## src/rtl/cnt_serializer_pkg.sv

```systemverilog
// Shared constants, FSM state type and byte-addressing helper for the
// counter-snapshot serializer.
package psec5_cnt_pkg;

  localparam int NUM_CH       = 8;
  localparam int CNT_W        = 56;
  localparam int BYTES_PER_CH = 7;
  localparam logic [2:0] SEL_NONE = 3'd7;

  typedef enum logic {
    ST_IDLE  = 1'b0,
    ST_SHIFT = 1'b1
  } state_e;

  // MSB position of byte k of channel ch; byte 0 holds the counter MSBs.
  function automatic int byte_msb(input int ch, input int k, input int cnt_w);
    return ch * cnt_w + cnt_w - 1 - 8 * k;
  endfunction

endpackage

```

## src/rtl/cnt_serializer_if.sv

```systemverilog
// Channel-select / snapshot request bus and serial result lines of the
// counter serializer.
interface cnt_serializer_if #(
  parameter int NUM_CH = psec5_cnt_pkg::NUM_CH,
  parameter int CNT_W  = psec5_cnt_pkg::CNT_W
);

  logic [NUM_CH-1:0]       load_cnt_ser;
  logic [2:0]              select_reg;
  logic                    inst_readout;
  logic [NUM_CH*CNT_W-1:0] cnt_data;
  logic                    ser_out;
  logic                    busy;
  logic                    byte_done;
  logic                    snap_valid;

  modport master (
    output load_cnt_ser, select_reg, inst_readout, cnt_data,
    input  ser_out, busy, byte_done, snap_valid
  );

  modport slave (
    input  load_cnt_ser, select_reg, inst_readout, cnt_data,
    output ser_out, busy, byte_done, snap_valid
  );

endinterface

```

## src/rtl/cnt_piso.sv

```systemverilog
// 8-bit parallel-in serial-out register, MSB first, with a down-counting
// bit index; byte_done flags the cycle the output carries bit 0.
module cnt_piso (
  input  logic       sclk,
  input  logic       rst,
  input  logic       load_i,
  input  logic       shift_i,
  input  logic       clr_i,
  input  logic       active_i,
  input  logic [7:0] data_i,
  output logic       ser_o,
  output logic       byte_done_o
);

  logic [7:0] shreg_q;
  logic [2:0] bit_cnt_q;

  always_ff @(posedge sclk or posedge rst) begin
    if (rst) begin
      shreg_q   <= 8'h00;
      bit_cnt_q <= 3'd0;
    end else if (clr_i) begin
      shreg_q   <= 8'h00;
      bit_cnt_q <= 3'd0;
    end else if (load_i) begin
      shreg_q   <= data_i;
      bit_cnt_q <= 3'd7;
    end else if (shift_i) begin
      shreg_q   <= {shreg_q[6:0], 1'b0};
      bit_cnt_q <= bit_cnt_q - 3'd1;
    end
  end

  assign ser_o       = shreg_q[7];
  assign byte_done_o = active_i && (bit_cnt_q == 3'd0);

endmodule

```

## src/rtl/cnt_serializer.sv

```systemverilog
// Captures all channel counters on an inst_readout rising edge and shifts the
// byte picked by (load_cnt_ser, select_reg) out MSB first, restarting on change.
module cnt_serializer
  import psec5_cnt_pkg::*;
#(
  parameter int NUM_CH = psec5_cnt_pkg::NUM_CH,
  parameter int CNT_W  = psec5_cnt_pkg::CNT_W
) (
  input logic              sclk,
  input logic              rst,
  cnt_serializer_if.slave  bus
);

  logic [NUM_CH-1:0]       load_prev_q;
  logic [2:0]              sel_prev_q;
  logic                    ro_q;
  logic                    snap_valid_q;
  logic [NUM_CH*CNT_W-1:0] snap_q;
  state_e                  state_q, state_d;

  logic                    sel_valid;
  logic                    load_evt;
  logic                    capture;
  logic [2:0]              sel_idx;
  logic [NUM_CH-1:0][7:0]  ch_byte;
  logic [7:0]              sel_byte;
  logic                    piso_load, piso_shift, piso_clr;
  logic                    piso_ser, piso_done;

  assign sel_valid = $onehot(bus.load_cnt_ser) && (int'(bus.select_reg) < BYTES_PER_CH);
  assign load_evt  = sel_valid &&
                     ((bus.load_cnt_ser != load_prev_q) || (bus.select_reg != sel_prev_q));
  assign capture   = bus.inst_readout && !ro_q;
  // Clamp keeps the part-select in range when select_reg is the "none" code.
  assign sel_idx   = sel_valid ? bus.select_reg : 3'd0;

  generate
    for (genvar gi = 0; gi < NUM_CH; gi++) begin : g_ch
      assign ch_byte[gi] = bus.load_cnt_ser[gi]
                         ? snap_q[byte_msb(gi, int'(sel_idx), CNT_W) -: 8]
                         : 8'h00;
    end
  endgenerate

  always_comb begin
    sel_byte = 8'h00;
    for (int c = 0; c < NUM_CH; c++) begin
      sel_byte = sel_byte | ch_byte[c];
    end
  end

  // Loads read snap_q before this edge's capture lands, so a simultaneous
  // snapshot never leaks into the byte being loaded.
  always_ff @(posedge sclk or posedge rst) begin
    if (rst) begin
      state_q      <= ST_IDLE;
      load_prev_q  <= '0;
      sel_prev_q   <= SEL_NONE;
      ro_q         <= 1'b0;
      snap_q       <= '0;
      snap_valid_q <= 1'b0;
    end else begin
      state_q     <= state_d;
      load_prev_q <= bus.load_cnt_ser;
      sel_prev_q  <= bus.select_reg;
      ro_q        <= bus.inst_readout;
      if (capture) begin
        snap_q       <= bus.cnt_data;
        snap_valid_q <= 1'b1;
      end
    end
  end

  always_comb begin
    state_d    = state_q;
    piso_load  = 1'b0;
    piso_shift = 1'b0;
    piso_clr   = 1'b0;
    if (!sel_valid) begin
      state_d  = ST_IDLE;
      piso_clr = 1'b1;
    end else if (load_evt) begin
      state_d   = ST_SHIFT;
      piso_load = 1'b1;
    end else if (state_q == ST_SHIFT) begin
      if (piso_done) begin
        state_d  = ST_IDLE;
        piso_clr = 1'b1;
      end else begin
        piso_shift = 1'b1;
      end
    end
  end

  cnt_piso u_piso (
    .sclk        (sclk),
    .rst         (rst),
    .load_i      (piso_load),
    .shift_i     (piso_shift),
    .clr_i       (piso_clr),
    .active_i    (state_q == ST_SHIFT),
    .data_i      (sel_byte),
    .ser_o       (piso_ser),
    .byte_done_o (piso_done)
  );

  assign bus.ser_out    = piso_ser;
  assign bus.busy       = (state_q == ST_SHIFT);
  assign bus.byte_done  = piso_done;
  assign bus.snap_valid = snap_valid_q;

endmodule

```

## src/flat_wrapper.sv

```systemverilog
// flat-port wrapper written by rule: the top's interface ports become plain ports
module cnt_serializer_flat import psec5_cnt_pkg::*;
#(
  parameter int NUM_CH = psec5_cnt_pkg::NUM_CH,
  parameter int CNT_W  = psec5_cnt_pkg::CNT_W
)
  (sclk, rst, bus_load_cnt_ser, bus_select_reg, bus_inst_readout, bus_cnt_data, bus_ser_out, bus_busy, bus_byte_done, bus_snap_valid);
  cnt_serializer_if #(.NUM_CH(NUM_CH), .CNT_W(CNT_W)) bus_i ();
  input logic sclk;
  input logic rst;
  input wire logic [$bits(bus_i.load_cnt_ser)-1:0] bus_load_cnt_ser;
  input wire logic [$bits(bus_i.select_reg)-1:0] bus_select_reg;
  input wire logic [$bits(bus_i.inst_readout)-1:0] bus_inst_readout;
  input wire logic [$bits(bus_i.cnt_data)-1:0] bus_cnt_data;
  output wire logic [$bits(bus_i.ser_out)-1:0] bus_ser_out;
  output wire logic [$bits(bus_i.busy)-1:0] bus_busy;
  output wire logic [$bits(bus_i.byte_done)-1:0] bus_byte_done;
  output wire logic [$bits(bus_i.snap_valid)-1:0] bus_snap_valid;
  assign bus_i.load_cnt_ser = bus_load_cnt_ser;
  assign bus_i.select_reg = bus_select_reg;
  assign bus_i.inst_readout = bus_inst_readout;
  assign bus_i.cnt_data = bus_cnt_data;
  assign bus_ser_out = bus_i.ser_out;
  assign bus_busy = bus_i.busy;
  assign bus_byte_done = bus_i.byte_done;
  assign bus_snap_valid = bus_i.snap_valid;
  cnt_serializer #(.NUM_CH(NUM_CH), .CNT_W(CNT_W)) u_core (.sclk(sclk), .rst(rst), .bus(bus_i));
endmodule
```

## config.mk

```make
export PLATFORM = sky130hd
export DESIGN_NAME = cnt_serializer_flat
export DESIGN_NICKNAME = d
export VERILOG_FILES = /design/src/rtl/cnt_serializer_pkg.sv /design/src/rtl/cnt_serializer_if.sv /design/src/rtl/cnt_piso.sv /design/src/rtl/cnt_serializer.sv /design/src/flat_wrapper.sv
export SDC_FILE = /design/constraint.sdc
export NUM_CORES = 1
export LEC_CHECK = 0
export ABC_AREA = 0
export BUFFER_PORTS_ARGS = -buffer_cell sky130_fd_sc_hd__buf_4
export CAP_MARGIN = 10
export CELL_PAD_IN_SITES_DETAIL_PLACEMENT = 1
export CELL_PAD_IN_SITES_GLOBAL_PLACEMENT = 2
export CORE_AREA = 8 8 271 273
export DETAILED_ROUTE_END_ITERATION = 7
export DIE_AREA = 0 0 279 281
export GPL_TIMING_DRIVEN = 0
export PLACE_DENSITY_LB_ADDON = 0.2
export SETUP_SLACK_MARGIN = 0.4
export SLEW_MARGIN = 20
export SYNTH_ARGS = -nofsm -noshare
export SYNTH_HDL_FRONTEND = slang
export SYNTH_SLANG_ARGS = --single-unit
```

## constraint.sdc

```tcl
create_clock -name sclk -period 28.5 [get_ports sclk]
set_clock_uncertainty 0.1 [all_clocks]
set_input_delay 4.275 -clock sclk [delete_from_list [all_inputs] [get_ports sclk]]
set_output_delay 4.275 -clock sclk [all_outputs]
set_load 0.02 [all_outputs]
```

==> impl_results.md <==
- Outcome: finished with violations
- Failing checks: DRC
- Worst setup EP type: flop
- Drt total wl: 179000 microns
- Worst EP required: 28840 ps
- Syn avg cell area: 11.5 sq um
- Post-synthesis register bit count: 473
- Setup_tns: 0 ps
- Initial antenna violation count: 20
- Finish-stage setup viols: 0
- Hold Vio Cnt, Final: 0
- CTS H-tree depth: 2
- LEAKAGE: 14.3 nW
- Synthesized area: 0.0273 sq mm
- Vias per inst: 6.93
- Die area: 0.0784 sq mm
- Clk slew on worst S/H paths: 60 ps
- Drt pass-1 iters: 8
- Met3 WL post-DR: 21200 microns
- Initial core utilization: 0.394
- Fin crit period: 14790 ps
- Core Area: 0.0693 sq mm
- Hold WC Path Type: flop to flop
- # rows: 97
- Avg WL per Cell: 46.0 microns
- # IOs: 466
- Cells after Synth: 2381
- Worst Path Arrival: 15130 ps
- GP Congestion: 1.05
- CTS Sinks: 473
- Fmax: 0.0676 GHz
- Worst Setup Slack post-DPL: 13930 ps
- Area growth from synthesis to layout: 24.2%
- DRC: 11
- Fin crit share: 0.519
- Setup bufs post-CTS: 0
- RSZ-0062 raised after global routing: no
- Met2 wire len: 76500 microns
- Clock buffer depth: 3
- Setup Crit Path Kind: input port to flop
- Power per standard cell area: 80.1 mW/mm^2
- Post-DP HPWL: 133000 microns
- Final cell count without fillers: 3888
- Seq/Total Area, Yosys: 0.433
- EDFF count, synth: 0
- Worst slew margin: 0.108
- Hold_buf cts: 0
- Post-synth ARST share: 1.00
- Total GRT Usage: 0.444
- Worst-Skew Late Latency: 630 ps
- Max_cap viols: 0
- Number of global-route vias before repair: 28187
- Initial drt markers: 3857
- CP Max Fanout: 10
- Total chip power: 2.72 mW
- Fillers: 7381
- Max Transition Viols Final: 0
- Top sig layer: met5
- CTS tree: built
- Metal-1 WL: 66100 microns
- Global-route wire length before repair: 240000 microns
- # resized after CTS: 0
- Ys flop type: dfrtp_1
- VDD IR-drop max: 0.0000716 V
- Syn Nets: 2864
- Final setup margin: 13710 ps
- DR vias: 26961
- Startpoint types: input port
- Placed Cells: 3796
- Largest net degree at the start of global routing: 112
- Worst-Margin Slew: 1340 ps
- Nets: 3392
- Cell variety after synth: 71
- Gr ovfl total: 0
- Synth warnings: 0
- PortBufs: 465
- Die Span Y: 281 microns
- Width of the die: 279 microns
- Layout cell share with drive strength beyond 1: 0.417
- Total CTS buffers: 51
- DRT antenna net count: 0
- Clock Tree Root: clkbuf_16
where the power goes:
| group | internal [mW] | leakage (nW) | switching (mW) |
|---|---|---|---|
| clock network | 0.384 | 0.821 | 0.301 |
| logic | 0.378 | 7.88 | 0.753 |
| registers | 0.772 | 5.56 | 0.132 |
final timing paths:
path / from / to / slack, ps / cells past startpoint
worst min register to register: u_core.bus.snap_valid / u_core.bus.snap_valid / 380 / 1
worst max-delay path: bus_load_cnt_ser[2] / u_core.u_piso.shreg_q[5] / 13710 / 23
worst max register to register: u_core.sel_prev_q[0] / u_core.u_piso.shreg_q[5] / 24070 / 9
min in group asynchronous: rst / u_core.snap_q[10] / 3600 / 2
max in group asynchronous: rst / u_core.snap_q[422] / 23120 / 4
worst min-delay path: u_core.bus.snap_valid / u_core.bus.snap_valid / 380 / 1
cells in the mapped netlist (11+ instances only):
master | number | area, sq um
dfrtp_1 | 470 | 11800
mux2_2 | 459 | 5170
nand2_1 | 248 | 931
clkbuf_1 | 131 | 492
mux2i_1 | 117 | 1170
a21oi_1 | 112 | 561
mux4_2 | 105 | 2360
nor2_1 | 87 | 327
o21ai_0 | 63 | 315
nand3_1 | 61 | 305
a221oi_1 | 60 | 526
inv_1 | 31 | 116
a211oi_1 | 28 | 210
buf_1 | 28 | 105
nor3_1 | 25 | 125
a31oi_1 | 24 | 150
buf_2 | 24 | 120
o22ai_1 | 23 | 144
a311oi_1 | 20 | 175
and3_1 | 20 | 125
nand4_1 | 19 | 119
a22oi_1 | 18 | 135
ha_1 | 17 | 213
buf_4 | 15 | 113
o211ai_1 | 15 | 113
a32oi_1 | 13 | 114
nor4_1 | 11 | 68.8
xnor2_1 | 11 | 96.3
cells by family after synthesis:
kind of cell | share of synthesized area
flops | 0.433
mux | 0.319
xor+xnor | 0.00353
buf+inv | 0.0353
compound gates | 0.116
fa+ha+maj | 0.0107
simple gates | 0.0825
final cells by class:
class / count / area [sq um] / share of cell area
Buffer: 198 / 888 / 0.0262
Inverter: 36 / 143 / 0.00420
Sequential cell: 473 / 11800 / 0.349
Antenna cell: 4 / 10.0 / 0.000295
Timing Repair Buffer: 475 / 3670 / 0.108
Clock buffer: 69 / 1460 / 0.0429
Clock inverter: 19 / 199 / 0.00586
Tap cell: 940 / 1180 / 0.0347
Multi-Input combinational cell: 1674 / 14500 / 0.429
placed cells by master, fill, tap and decap left out, types with 11 or more instances in the layout:
cell	count
nand4_1	19
a32oi_1	13
clkbuf_16	52
and3_1	20
o22ai_1	23
a21oi_1	111
nor3_1	23
o21ai_0	63
nor4_1	11
dfrtp_1	470
a31oi_1	24
clkbuf_1	110
nor2_1	85
inv_1	30
nand3_1	61
mux2_2	459
a221oi_1	60
buf_2	40
o211ai_1	15
a311oi_1	20
a22oi_1	18
mux2i_1	117
ha_1	17
nand2_1	248
buf_4	480
a211oi_1	28
xnor2_1	11
clkbuf_2	31
mux4_2	105
worst max-delay path: stages:
cell	delay (ps)
buf_4	170
ha_1	240
fa_1	540
inv_1	50
fa_1	500
inv_1	60
ha_1	200
fa_1	520
nor4b_2	760
nand2_1	390
buf_1	570
clkbuf_2	720
buf_1	640
ha_1	540
buf_2	460
buf_2	650
buf_2	670
clkbuf_1	960
nand2_1	210
a31oi_1	380
o2111ai_1	340
a211oi_1	970
o22ai_1	200
sequential cells by signal (all words and copies together) (netlist names):
signal	flops
u_core.snap_q	448
u_core.load_prev_q	8
u_core.u_piso.shreg_q	8
u_core.sel_prev_q	3
u_core.u_piso.bit_cnt_q	3
u_core.bus.busy	1
u_core.bus.snap_valid	1
u_core.ro_q	1
per-layer routing:
metal,track usage,vias up
met3,0.172,705
met1,0.532,13968
li1,-,10074
met5,0.00938,-
met4,0.285,18
met2,0.663,2196
metrics by stage:
| step | utilization | cell area, sq um | hold WS [ps] |
|---|---|---|---|
| after floorplan | - | 27300 | 349 |
| after global placement | 0.462 | 32000 | 363 |
| after detailed placement | 0.466 | 32300 | 360 |
| after CTS | 0.489 | 33900 | 380 |
| after global routing | 0.489 | 33900 | 393 |
| final | 0.490 | 33900 | 380 |
(Power assumes the default switching activity.)
